[src/rtl/output_neuron_mac.sv]
// Purpose: output-layer neuron; one shared multiplier computes sum(h*w) plus bias, then applies ReLU and rescales to Q3.7.
// Latency: valid_o rises 5 cycles after the edge that samples start_i (4 MAC cycles, then the result register).
// Backpressure: the result stays in DONE until valid_o & ready_i; start_i is ignored while busy_o is high.
// Optional: define OUTPUT_NEURON_SAT_EN to clamp results above 1023 to 1023 instead of wrapping modulo 1024.
module output_neuron_mac #(
    parameter int H_W        = 10,
    parameter int W_W        = 8,
    parameter int ACC_W      = 21,
    parameter int FRAC_SHIFT = 6
) (
    input  logic                  clk_i,
    input  logic                  rst_i,
    input  logic                  start_i,
    input  logic [H_W-1:0]        h0_i,
    input  logic [H_W-1:0]        h1_i,
    input  logic [H_W-1:0]        h2_i,
    input  logic [H_W-1:0]        h3_i,
    input  logic [W_W-1:0]        w0_i,
    input  logic [W_W-1:0]        w1_i,
    input  logic [W_W-1:0]        w2_i,
    input  logic [W_W-1:0]        w3_i,
    input  logic [W_W-1:0]        bias_i,
    output logic                  busy_o,
    output logic                  valid_o,
    input  logic                  ready_i,
    output logic [H_W-1:0]        y_o,
    output logic                  neg_o
);

    // Bias is Q1.6; the accumulator is Q.13, so the bias moves up by 7 bits.
    localparam int BIAS_SHIFT = 7;
    localparam int PROD_W     = H_W + 1 + W_W;

    typedef enum logic [1:0] {
        S_IDLE = 2'd0,
        S_MAC  = 2'd1,
        S_DONE = 2'd2
    } state_t;

    state_t                  state;
    logic [H_W-1:0]          h_q [4];
    logic signed [W_W-1:0]   w_q [4];
    logic signed [ACC_W-1:0] acc;
    logic [1:0]              idx;

    logic [H_W-1:0]          h_sel;
    logic signed [W_W-1:0]   w_sel;
    logic signed [PROD_W-1:0] prod;
    logic signed [ACC_W-1:0] acc_nxt;
    logic signed [ACC_W-1:0] bias_ext;
    logic [H_W-1:0]          y_res;

    assign h_sel = h_q[idx];
    assign w_sel = w_q[idx];

    // Activation is unsigned, so it is widened with a zero sign bit before the signed multiply.
    assign prod     = $signed({1'b0, h_sel}) * w_sel;
    assign acc_nxt  = acc + ACC_W'(prod);
    assign bias_ext = {{(ACC_W-W_W-BIAS_SHIFT){bias_i[W_W-1]}}, bias_i, {BIAS_SHIFT{1'b0}}};

`ifdef OUTPUT_NEURON_SAT_EN
    logic [ACC_W-FRAC_SHIFT-1:0] r;
    assign r = acc[ACC_W-1:FRAC_SHIFT];

    // ReLU, then clamp anything beyond the Q3.7 range to its maximum.
    always_comb begin
        y_res = '0;
        if (!acc[ACC_W-1]) begin
            if (r > {{(ACC_W-FRAC_SHIFT-H_W){1'b0}}, {H_W{1'b1}}})
                y_res = {H_W{1'b1}};
            else
                y_res = r[H_W-1:0];
        end
    end
`else
    // ReLU, then keep the low Q3.7 bits of the rescaled value (wraps on overflow).
    always_comb begin
        y_res = '0;
        if (!acc[ACC_W-1])
            y_res = acc[FRAC_SHIFT+H_W-1:FRAC_SHIFT];
    end
`endif

    // Control FSM: capture on start, four MAC cycles, then hold the result under valid/ready.
    always_ff @(posedge clk_i or negedge rst_i) begin
        if (!rst_i) begin
            state   <= S_IDLE;
            acc     <= '0;
            idx     <= '0;
            busy_o  <= 1'b0;
            valid_o <= 1'b0;
            y_o     <= '0;
            neg_o   <= 1'b0;
            for (int i = 0; i < 4; i++) begin
                h_q[i] <= '0;
                w_q[i] <= '0;
            end
        end else begin
            case (state)
                S_IDLE: begin
                    if (start_i) begin
                        h_q[0] <= h0_i;
                        h_q[1] <= h1_i;
                        h_q[2] <= h2_i;
                        h_q[3] <= h3_i;
                        w_q[0] <= w0_i;
                        w_q[1] <= w1_i;
                        w_q[2] <= w2_i;
                        w_q[3] <= w3_i;
                        acc    <= bias_ext;
                        idx    <= '0;
                        busy_o <= 1'b1;
                        state  <= S_MAC;
                    end
                end
                S_MAC: begin
                    acc <= acc_nxt;
                    idx <= idx + 2'd1;
                    if (idx == 2'd3)
                        state <= S_DONE;
                end
                S_DONE: begin
                    // First DONE cycle registers the result; afterwards it is held until accepted.
                    if (!valid_o) begin
                        valid_o <= 1'b1;
                        y_o     <= y_res;
                        neg_o   <= acc[ACC_W-1];
                    end else if (ready_i) begin
                        valid_o <= 1'b0;
                        busy_o  <= 1'b0;
                        state   <= S_IDLE;
                    end
                end
                default: state <= S_IDLE;
            endcase
        end
    end

endmodule
[config.mk]
export PLATFORM = sky130hd
export DESIGN_NAME = output_neuron_mac
export DESIGN_NICKNAME = d
export VERILOG_FILES = /design/src/rtl/output_neuron_mac.sv
export SDC_FILE = /design/constraint.sdc
export NUM_CORES = 1
export LEC_CHECK = 0
export CORE_ASPECT_RATIO = 1.1
export CORE_MARGIN = 4
export CORE_UTILIZATION = 35
export CTS_BUF_LIST = sky130_fd_sc_hd__clkbuf_8 sky130_fd_sc_hd__clkbuf_16
export DETAILED_ROUTE_END_ITERATION = 10
export PLACE_DENSITY = 0.65
export SLEW_MARGIN = 20
export SYNTH_ARGS = -nofsm -noshare
export SYNTH_HDL_FRONTEND = slang
export SYNTH_SLANG_ARGS = --single-unit
export TNS_END_PERCENT = 50
[constraint.sdc]
create_clock -name clk_i -period 5.8 [get_ports clk_i]
set_input_delay 1.45 -clock clk_i [delete_from_list [all_inputs] [get_ports clk_i]]
set_output_delay 1.45 -clock clk_i [all_outputs]
set_load 0.01 [all_outputs]
==> results.txt <==
The run finished with clean final reports. The largest net degree at the start of global routing came out at between 80 and 90. The post-route antenna net violation count is 0. The estimated wirelength of the detail-placed design came out at 14400 um. The number of flops mapped to enable cells by yosys came out at 0. The number of synthesis warnings is 0. Setup violations remaining at the end of the flow were counted as 0. The cell occurring most often along the worst timing path is sky130_fd_sc_hd__fa_1. The initial antenna violation count is 0. The logic depth of the worst register-to-register path came out at 16. The leading cell type by number of instances after synthesis is sky130_fd_sc_hd__dfrtp_1. Clock-pin slew was measured on the worst setup and hold paths at 0.08 ns. At the end of routability-driven placement, the weighted congestion stood at 0.839. The number of nets in the layout is 1002. The die span in y is around 170 um. The required arrival time at the worst endpoint came out at slightly above 6 ns. The minimum clock period came out at 5.67 ns. The data arrival time at the worst-slack endpoint is 5.90 ns. The CTS root buffer is sky130_fd_sc_hd__clkbuf_16. The peak clock frequency supported by timing is approximately 180 MHz. The flip-flop and latch count after synthesis is 110.

In the finished design, the share of the clock period the worst path needs comes to 0.977. The via count of the first global-routing pass came out at ~5500. The path class of the tightest hold or removal check is flip-flop to flip-flop. The cell area after technology mapping came out at 7910 sq um.

The final hold violation count is 0. The number of clock sinks came out at between 100 and 150. The proportion of register bits with asynchronous set or reset after synthesis came out at 1.00.

For the pin with the worst max-slew slack, the measured transition is 1.04 ns. The buffer levels on the longest clock path came out at 2. The slowest cell on the critical path is sky130_fd_sc_hd__mux4_2. For this block, the initial DRC count from the detailed router was 266. The first global-routing pass estimated 29200 um of wire. The commonest cells after synthesis are 110 x sky130_fd_sc_hd__dfrtp_1, 73 x sky130_fd_sc_hd__mux2_1, 72 x sky130_fd_sc_hd__inv_1. The area of placed instances came out at 9300 sq um.

The top fanout value on the critical path came out at 18. The number of buffers inserted during clock tree synthesis came out at 9. The number of antenna diodes in the final layout is 0. The clock tree from TritonCTS is built.

The number of nets in the synthesized netlist is about 900. The portion of the post-synthesis area used by sequential elements came out at 0.348. Ranked by total cell area, the synthesized netlist is headed by sky130_fd_sc_hd__dfrtp_1 35%, sky130_fd_sc_hd__fa_1 16%, sky130_fd_sc_hd__mux2_1 10%. The number of maximum-capacitance violations is 0. The distinct cell type count after synthesis is 47. The worst setup path is launched from a flip-flop. Hold is met by between 0.4 and 0.5 ns. The signal on the critical path passes through buf_12, mux4_2, and2_1, fa_1, fa_1, fa_1, fa_1, fa_1, ha_4, o21a_1, o31a_1, o31a_1, o22ai_2, buf_4, and3_1, a2111o_1. The total core area is 22200 sq um. The maximum level of the CTS H-tree came out at 3. For this run, design rule violations remaining after detail routing come to 0. The worst setup path is captured at a flip-flop. The count of vias placed by the detailed router is 5386. The floorplan step set the die width to 151 um.

For the worst-skew pair, the clock arrives at the later sink with an insertion delay of 0.36 ns. The most used flip-flop cell after synthesis is sky130_fd_sc_hd__dfrtp_1. The number of search-and-repair iterations in the first detailed-routing pass is 4. The count of buffers from port buffering came out at 96.

The per-cell routed wire length is 16.7 um. The post-synthesis instance total came out at around 690. slightly below 100 I/O pins were placed. The total global routing overflow came out at 0. The final worst clock skew came out at 0.00978 ns.

The global-route usage over all layers is 0.147. The delay of the slowest cell on the worst path is about 0.61 ns. In this run the core area contains 57 standard-cell rows.

The worst hold path was traced through 2 stages. The worst setup path is of the flip-flop to flip-flop kind. The routed design has approximately 18000 um of wire. The fraction of layout cells with a size suffix above 1 came out at 0.0816.

Summing all non-filler instances in the final layout gives an area of about 9700 sq um. The portion of synthesized cell area occupied by the leading cell type came out at 0.348. The average instance in the mapped netlist occupies around 12 sq um. Setup repair after global routing could not meet its margin everywhere.

Compared with the post-synthesis result, the final layout area differs by 22.6%. The relative slew slack is 0.307. The die outline area is 25100 sq um. The leading area contributor after synthesis is sky130_fd_sc_hd__dfrtp_1. The number of max-slew violations in the final report came out at 0.

The setup slack of the most critical reg-to-reg path is ~0.13 ns. The detailed-route vias per instance is 4.93. For this configuration, the core starts out at a cell density of 0.357.
per-layer routing:
metal / track usage / wire (um) / up-vias
met4: 0.0323 / 267 / 0
li1: - / - / 2556
met5: 0 / 0 / -
met2: 0.227 / 8480 / 146
met3: 0.0317 / 1070 / 19
met1: 0.214 / 8440 / 2665
final timing paths:
| kind | startpoint | endpoint |
|---|---|---|
| setup / recovery | idx[0]$_DFFE_PN0P_ | acc[20]$_DFFE_PN0P_ |
| hold / removal | y_o[1]$_DFFE_PN0P_ | y_o[1]$_DFFE_PN0P_ |
| setup reg to reg | idx[0]$_DFFE_PN0P_ | acc[20]$_DFFE_PN0P_ |
| hold reg to reg | y_o[1]$_DFFE_PN0P_ | y_o[1]$_DFFE_PN0P_ |
| max in group asynchronous | rst_i | acc[10]$_DFFE_PN0P_ |
| min in group asynchronous | rst_i | h_q[2]$_DFFE_PN0P_ |
layout make-up:
class                           count  area (sq um)
Timing Repair Buffer              119          1170
Clock buffer                        9           225
Multi-Input combinational cell    479          4850
Inverter                           73           275
Tap cell                          295           369
Sequential cell                   110          2750
Fill cell                        2090         12500
Clock inverter                      7          51.3
sequential cells by signal, indices dropped and copies added (netlist names):
register / cells
h_q: 40
w_q: 32
acc: 21
y_o: 10
idx: 2
state: 2
busy_o: 1
neg_o: 1
valid_o: 1
placed cells by master, fill, tap and decap left out, types with 20 or more instances in the layout:
master / Yosys / layout
sky130_fd_sc_hd__nand2_1: 60 / 60
sky130_fd_sc_hd__dfrtp_1: 110 / 110
sky130_fd_sc_hd__inv_1: 72 / 74
sky130_fd_sc_hd__nor2_1: 21 / 20
sky130_fd_sc_hd__and2_1: 41 / 41
sky130_fd_sc_hd__mux2_1: 73 / 73
sky130_fd_sc_hd__ha_1: 61 / 60
sky130_fd_sc_hd__clkdlybuf4s50_1: 0 / 95
sky130_fd_sc_hd__fa_1: 65 / 65
sky130_fd_sc_hd__buf_4: 0 / 21
repair_timing:
item                                    in CTS  in global routing
resized for setup                            0                  7
hold buffers                                 0                  0
buffers inserted                             0                  7
endpoints found under the setup margin       0                  6
worst max-delay path, delay by kind of cell (launching register included):
kind,cells,cell delay [ns]
adders and majority gates,6,2.87
AOI/OAI and AO/OA,5,0.98
muxes,1,0.61
DFF,1,0.39
buffers and inverters,2,0.36
and+or+nand+nor,2,0.34
logic make-up after synthesis:
kind of cell,share of synthesized area
and+or+nand+nor,0.0970
adders and majority gates,0.261
DFF,0.348
buffers and inverters,0.0470
muxes,0.162
AOI/OAI and AO/OA,0.0715
xor gates and xnor gates,0.0133
stage by stage:
stage	std cells	util	setup slack, ns	setup TNS, ns
final	1092	0.437	0.132	0
after global routing	1092	0.437	-0.0228	-0.0228
after CTS	1084	0.432	0.0225	0
after detailed placement	1068	0.419	0.0404	0
after global placement	1068	0.419	0.164	0
after floorplan	685	-	0.0313	0
Power is not shown: default switching activity piles up to over one toggle a cycle in this logic, so the estimate is an artifact.
==> patch 1, RTL diff (same flow settings) <==
Make the reset (`rst_i`) synchronous in one clocked block.
--- a/src/rtl/output_neuron_mac.sv
+++ b/src/rtl/output_neuron_mac.sv
@@ -82,7 +82,7 @@
 `endif
 
     // Control FSM: capture on start, four MAC cycles, then hold the result under valid/ready.
-    always_ff @(posedge clk_i or negedge rst_i) begin
+    always_ff @(posedge clk_i) begin
         if (!rst_i) begin
             state   <= S_IDLE;
             acc     <= '0;
Behaviour: differs if rst_i is asserted again (counterexample within 4 cycles, from zero or initial values and one cycle with rst_i low); with rst_i held inactive, the same outputs for 4 cycles.
==> patch 1 against the original RTL <==
- synthesized cell count grew 8.3%
- first-iteration DRC count rose by 18%
- routed wire length decreased by 1.9%
- final area grew 0.57%
- synthesized area up 1.4%
- setup slack gained 0.083 ns
- sequential cell count up 2
- via count grew 3.4%
- critical path type unchanged
- critical endpoint is now acc[18]$_SDFFE_PN0P_
Power is left out: it rests on default switching activity, and per cell area and clock period it moved more than threefold.
==> patch 1: results (changes against the original RTL) <==
| Metric | Value |
|---|---|
| Status | completed |
| First-pass GRT wire length | 29.9 mm (+2.4%) |
| Reg clk slew, reported paths | 0.08 ns (about the same) |
| H-tree Lvls | 3 (unchanged) |
| Number of I/O port buffers | 96 (unchanged) |
| Reg2Reg Depth | 17 (+1) |
| Ys Warns | 0 (unchanged) |
| Setup Skew | 0.0114 ns (+0.00166 ns) |
| Hold WS | 0.458 ns (-0.0209 ns) |
| FF-to-FF setup slack | 0.22 ns (+0.08 ns) |
| Asr flop ratio synth | 0 (-1.00) |
| Met3 WL | 375 um (-65%) |
| Max-slew headroom | 0.395 (+0.0874) |
| Met2 Use GR | 0.270 (+0.0423) |
| Post-synth EDFFs | 72 (+72) |
| Worst min-delay path endpoint | y_o[0]$_SDFFE_PN0P_ |
| Hold WC Path Type | flip-flop to flip-flop |
| Top cells by area, synth | edfxtp_1 27%, fa_1 16%, dfxtp_1 10%, ha_1 9.5%, and3_1 5.9% |
| Flops & latches, synth | 112 (+1.8%) |
| Arrival time at the worst endpoint | 5.85 ns (-0.05 ns) |
| Complex-gate fraction of the synthesized area | 0.0735 (+0.00198) |
| Clock root cell | clkbuf_16 |
| Hold depth | 2 (unchanged) |
| CP startpoint kind | flip-flop |
| Non-Filler Instances | 1134 (+3.8%) |
| Met3 Usage GRT | 0.0205 (-0.0112) |
| M1 GR Usage | 0.176 (-0.0379) |
| Placed inst area | 9330 um2 (+0.28%) |
| GP Congestion | 0.841 (+0.33%) |
| Max FO, Critical Path | 19 (+1) |
| Top cell types by occurrence after synthesis | 77 x inv_1, 76 x and3_1, 72 x edfxtp_1, 72 x nand2_1, 65 x fa_1 |
| Max Used Layer | met4 |
| Met2 WL | 9.83 mm (+16%) |
| Crit path to | acc[18]$_SDFFE_PN0P_ |
| Syn avg cell area | 10.8 um2 (-6.4%) |
| Total track usage | 0.145 (-0.00197) |
| Synth cell types | 58 (+23%) |
| WL met1 | 7.48 mm (-11%) |
| Vias in the first global route | 5801 (+5.1%) |
| Net Count, Synth | 952 (+6.4%) |
| WL/cell | 15.8 um (-5.5%) |
| Final setup vio count | 0 (unchanged) |
| Sequential area share after synthesis | 0.370 (+0.0214) |
| Post-synthesis mux area share | 0.0548 (-0.107) |
| Synth Area in Adders | 0.257 (-0.00359) |
| Largest net degree at the start of global routing | 84 (-5.6%) |
| Setup Slack @ Placement | 0.0962 ns (+0.0558 ns) |
| Hold Crit Start | y_o[0]$_SDFFE_PN0P_ |
| DRT iter0 DRCs | 315 (+18%) |
| Top_reg_cell synth | edfxtp_1 |
| Fin crit period | 5.58 ns (-0.0835 ns) |
| Fin nets | 1044 (+4.2%) |
| Cts bufs inserted | 9 (unchanged) |
| Xor-xnor portion of the synthesized cell area | 0.0142 (+0.000910) |
| Share of layout cells above drive strength 1 | 0.0894 (+0.00784) |
| Initial antenna violation count | 0 (unchanged) |
| HPWL after DPL | 14.1 mm (-2.3%) |
| Via Count | 5569 (+3.4%) |
| Largest registers | h_q (40), w_q (32), acc (21) |
patch 1: layout make-up:
cell class | count | area (um2)
clock buffers | 10 | 250
clock inverters | 6 | 98.8
fillers | 2053 | 12600
inverters | 79 | 297
multi-input cells | 516 | 4640
flip-flops and latches | 112 | 2960
well taps | 295 | 369
repair buffers | 116 | 1130
patch 1: critical path, stage by stage (launching register included):
cell      delay, ns
dfxtp_1        0.36
buf_12         0.19
mux4_2         0.60
and2_1         0.19
fa_1           0.47
fa_1           0.55
inv_1          0.05
fa_1           0.47
inv_1          0.05
fa_1           0.47
ha_1           0.30
ha_1           0.34
and2b_1        0.21
o211ai_2       0.23
a31oi_4        0.15
nor3b_4        0.23
mux2_4         0.32
o31a_1         0.28
patch 1: what timing repair did:
action / in CTS / in global routing
setup endpoints to repair: 0 / 3
resized for setup: 0 / 4
setup buffers: 0 / 7
==> patch 2, RTL diff (same flow settings) <==
Without the edit above. Set the parameter `W_W` to 10 (it was 8).
--- a/src/rtl/output_neuron_mac.sv
+++ b/src/rtl/output_neuron_mac.sv
@@ -4,7 +4,7 @@
 // Optional: define OUTPUT_NEURON_SAT_EN to clamp results above 1023 to 1023 instead of wrapping modulo 1024.
 module output_neuron_mac #(
     parameter int H_W        = 10,
-    parameter int W_W        = 8,
+    parameter int W_W        = 10,
     parameter int ACC_W      = 21,
     parameter int FRAC_SHIFT = 6
 ) (
Ports: changed (5 resized); port bits go from 97 to 107. No check against the original RTL was run, so the function may have changed too.
==> patch 2 against the original RTL <==
- routed wire length rose by 20%
- setup slack got worse by 0.077 ns
- sequential cell count rose by 8
- synthesized area rose by 14%
- synthesized cell count rose by 19%
- via count rose by 20%
- final area rose by 22%
- critical endpoint is now acc[17]$_DFFE_PN0P_
Power is left out: the tool's default activity adds up to more than one toggle a clock period on the data nets, which glitch-free logic cannot reach.
==> patch 2: results (changes against the original RTL) <==
| Metric | Value |
|---|---|
| H-tree Lvls | 4 (+1) |
| Final clock-cell share | 0.0512 (+0.0226) |
| Largest registers | h_q (40), w_q (40), acc (21) |
| Via Count | 6445 (+20%) |
| Final wirelength | 21.9 mm (+20%) |
| 1st-pass router iterations | 5 (+1) |
| Worst skew pair latency | 0.43 ns (+0.07 ns) |
| Layout non-clock buf frac | 0.140 (+0.0190) |
| Hold WS | 0.478 ns (-0.000675 ns) |
| Reg-to-reg critical path endpoint | acc[17]$_DFFE_PN0P_ |
| Max FO, Critical Path | 7 (-11) |
| Post-synthesis mux area share | 0.159 (-0.00326) |
| Setup Skew | 0.0261 ns (+0.0163 ns) |
| First-pass GRT wire length | 35.1 mm (+20%) |
| Reg2Reg Depth | 19 (+3) |
| Area Overhead vs Synth | 30.5% |
| Complex-gate fraction of the synthesized area | 0.0651 (-0.00640) |
| Net Count, Synth | 1057 (+18%) |
| Multi-Input Combinational | 548 (+14%) |
| DRT iter0 DRCs | 374 (+41%) |
| CTS Sinks | 118 (+7.3%) |
| GP Congestion | 0.893 (+6.5%) |
| Largest net degree at the start of global routing | 101 (+13%) |
| Number of I/O port buffers | 106 (+10%) |
| Status | completed |
| Die W | 161 um (+6.5%) |
| Final worst path period share | 0.991 (+0.0133) |
| Synth cell types | 46 (-2.1%) |
| Xor-xnor portion of the synthesized cell area | 0.0136 (+0.000286) |
| Sequential area share after synthesis | 0.327 (-0.0211) |
| HPWL after DPL | 16.1 mm (+11%) |
| Arrival time at the worst endpoint | 6.08 ns (+0.18 ns) |
| Top cell types by occurrence after synthesis | 124 x inv_1, 118 x dfrtp_1, 83 x fa_1, 83 x mux2_2, 81 x nand2_1 |
| Vias in the first global route | 6804 (+23%) |
| Worst min-delay path endpoint | y_o[9]$_DFFE_PN0P_ |
| FF-to-FF setup slack | 0.05 ns (-0.08 ns) |
| Number of non-clock inverters in the layout | 125 (+71%) |
| Share of layout cells above drive strength 1 | 0.235 (+0.153) |
| Synth Area in Adders | 0.271 (+0.0102) |
| Placed inst area | 10700 um2 (+15%) |
| Syn avg cell area | 11.1 um2 (-4.2%) |
| Non-Filler Instances | 1335 (+22%) |
| Total track usage | 0.156 (+0.00883) |
| Top cells by area, synth | dfrtp_1 33%, fa_1 18%, mux2_2 10%, ha_1 8.7%, inv_1 5.2% |
| Fin nets | 1218 (+22%) |
| Least-Margin Pin Slew | 1.11 ns (+0.0671 ns) |
-- patch 2: logic make-up after synthesis --
kind of cell / Yosys count
simple gates: 184
fa+ha+maj: 146
xor+xnor: 14
flops: 118
buf+inv: 151
compound gates: 95
mux: 109
-- patch 2: repair_timing --
| action | CTS | global route |
|---|---|---|
| setup buffers | 11 | 18 |
| cloned | 0 | 2 |
| setup endpoints to repair | 2 | 8 |
| gates resized for setup | 2 | 46 |
| hold buffers | 0 | 0 |
| pin swaps | 1 | 19 |
-- patch 2: per-layer routing --
metal | vias to the layer above | wire, um | part of all wire | GRT usage
met5 | - | 0 | 0 | 0
met4 | 0 | 301 | 0.014 | 0.0441
met3 | 23 | 650 | 0.030 | 0.0252
met2 | 125 | 12200 | 0.56 | 0.292
met1 | 3284 | 8780 | 0.40 | 0.185
li1 | 3013 | - | - | -
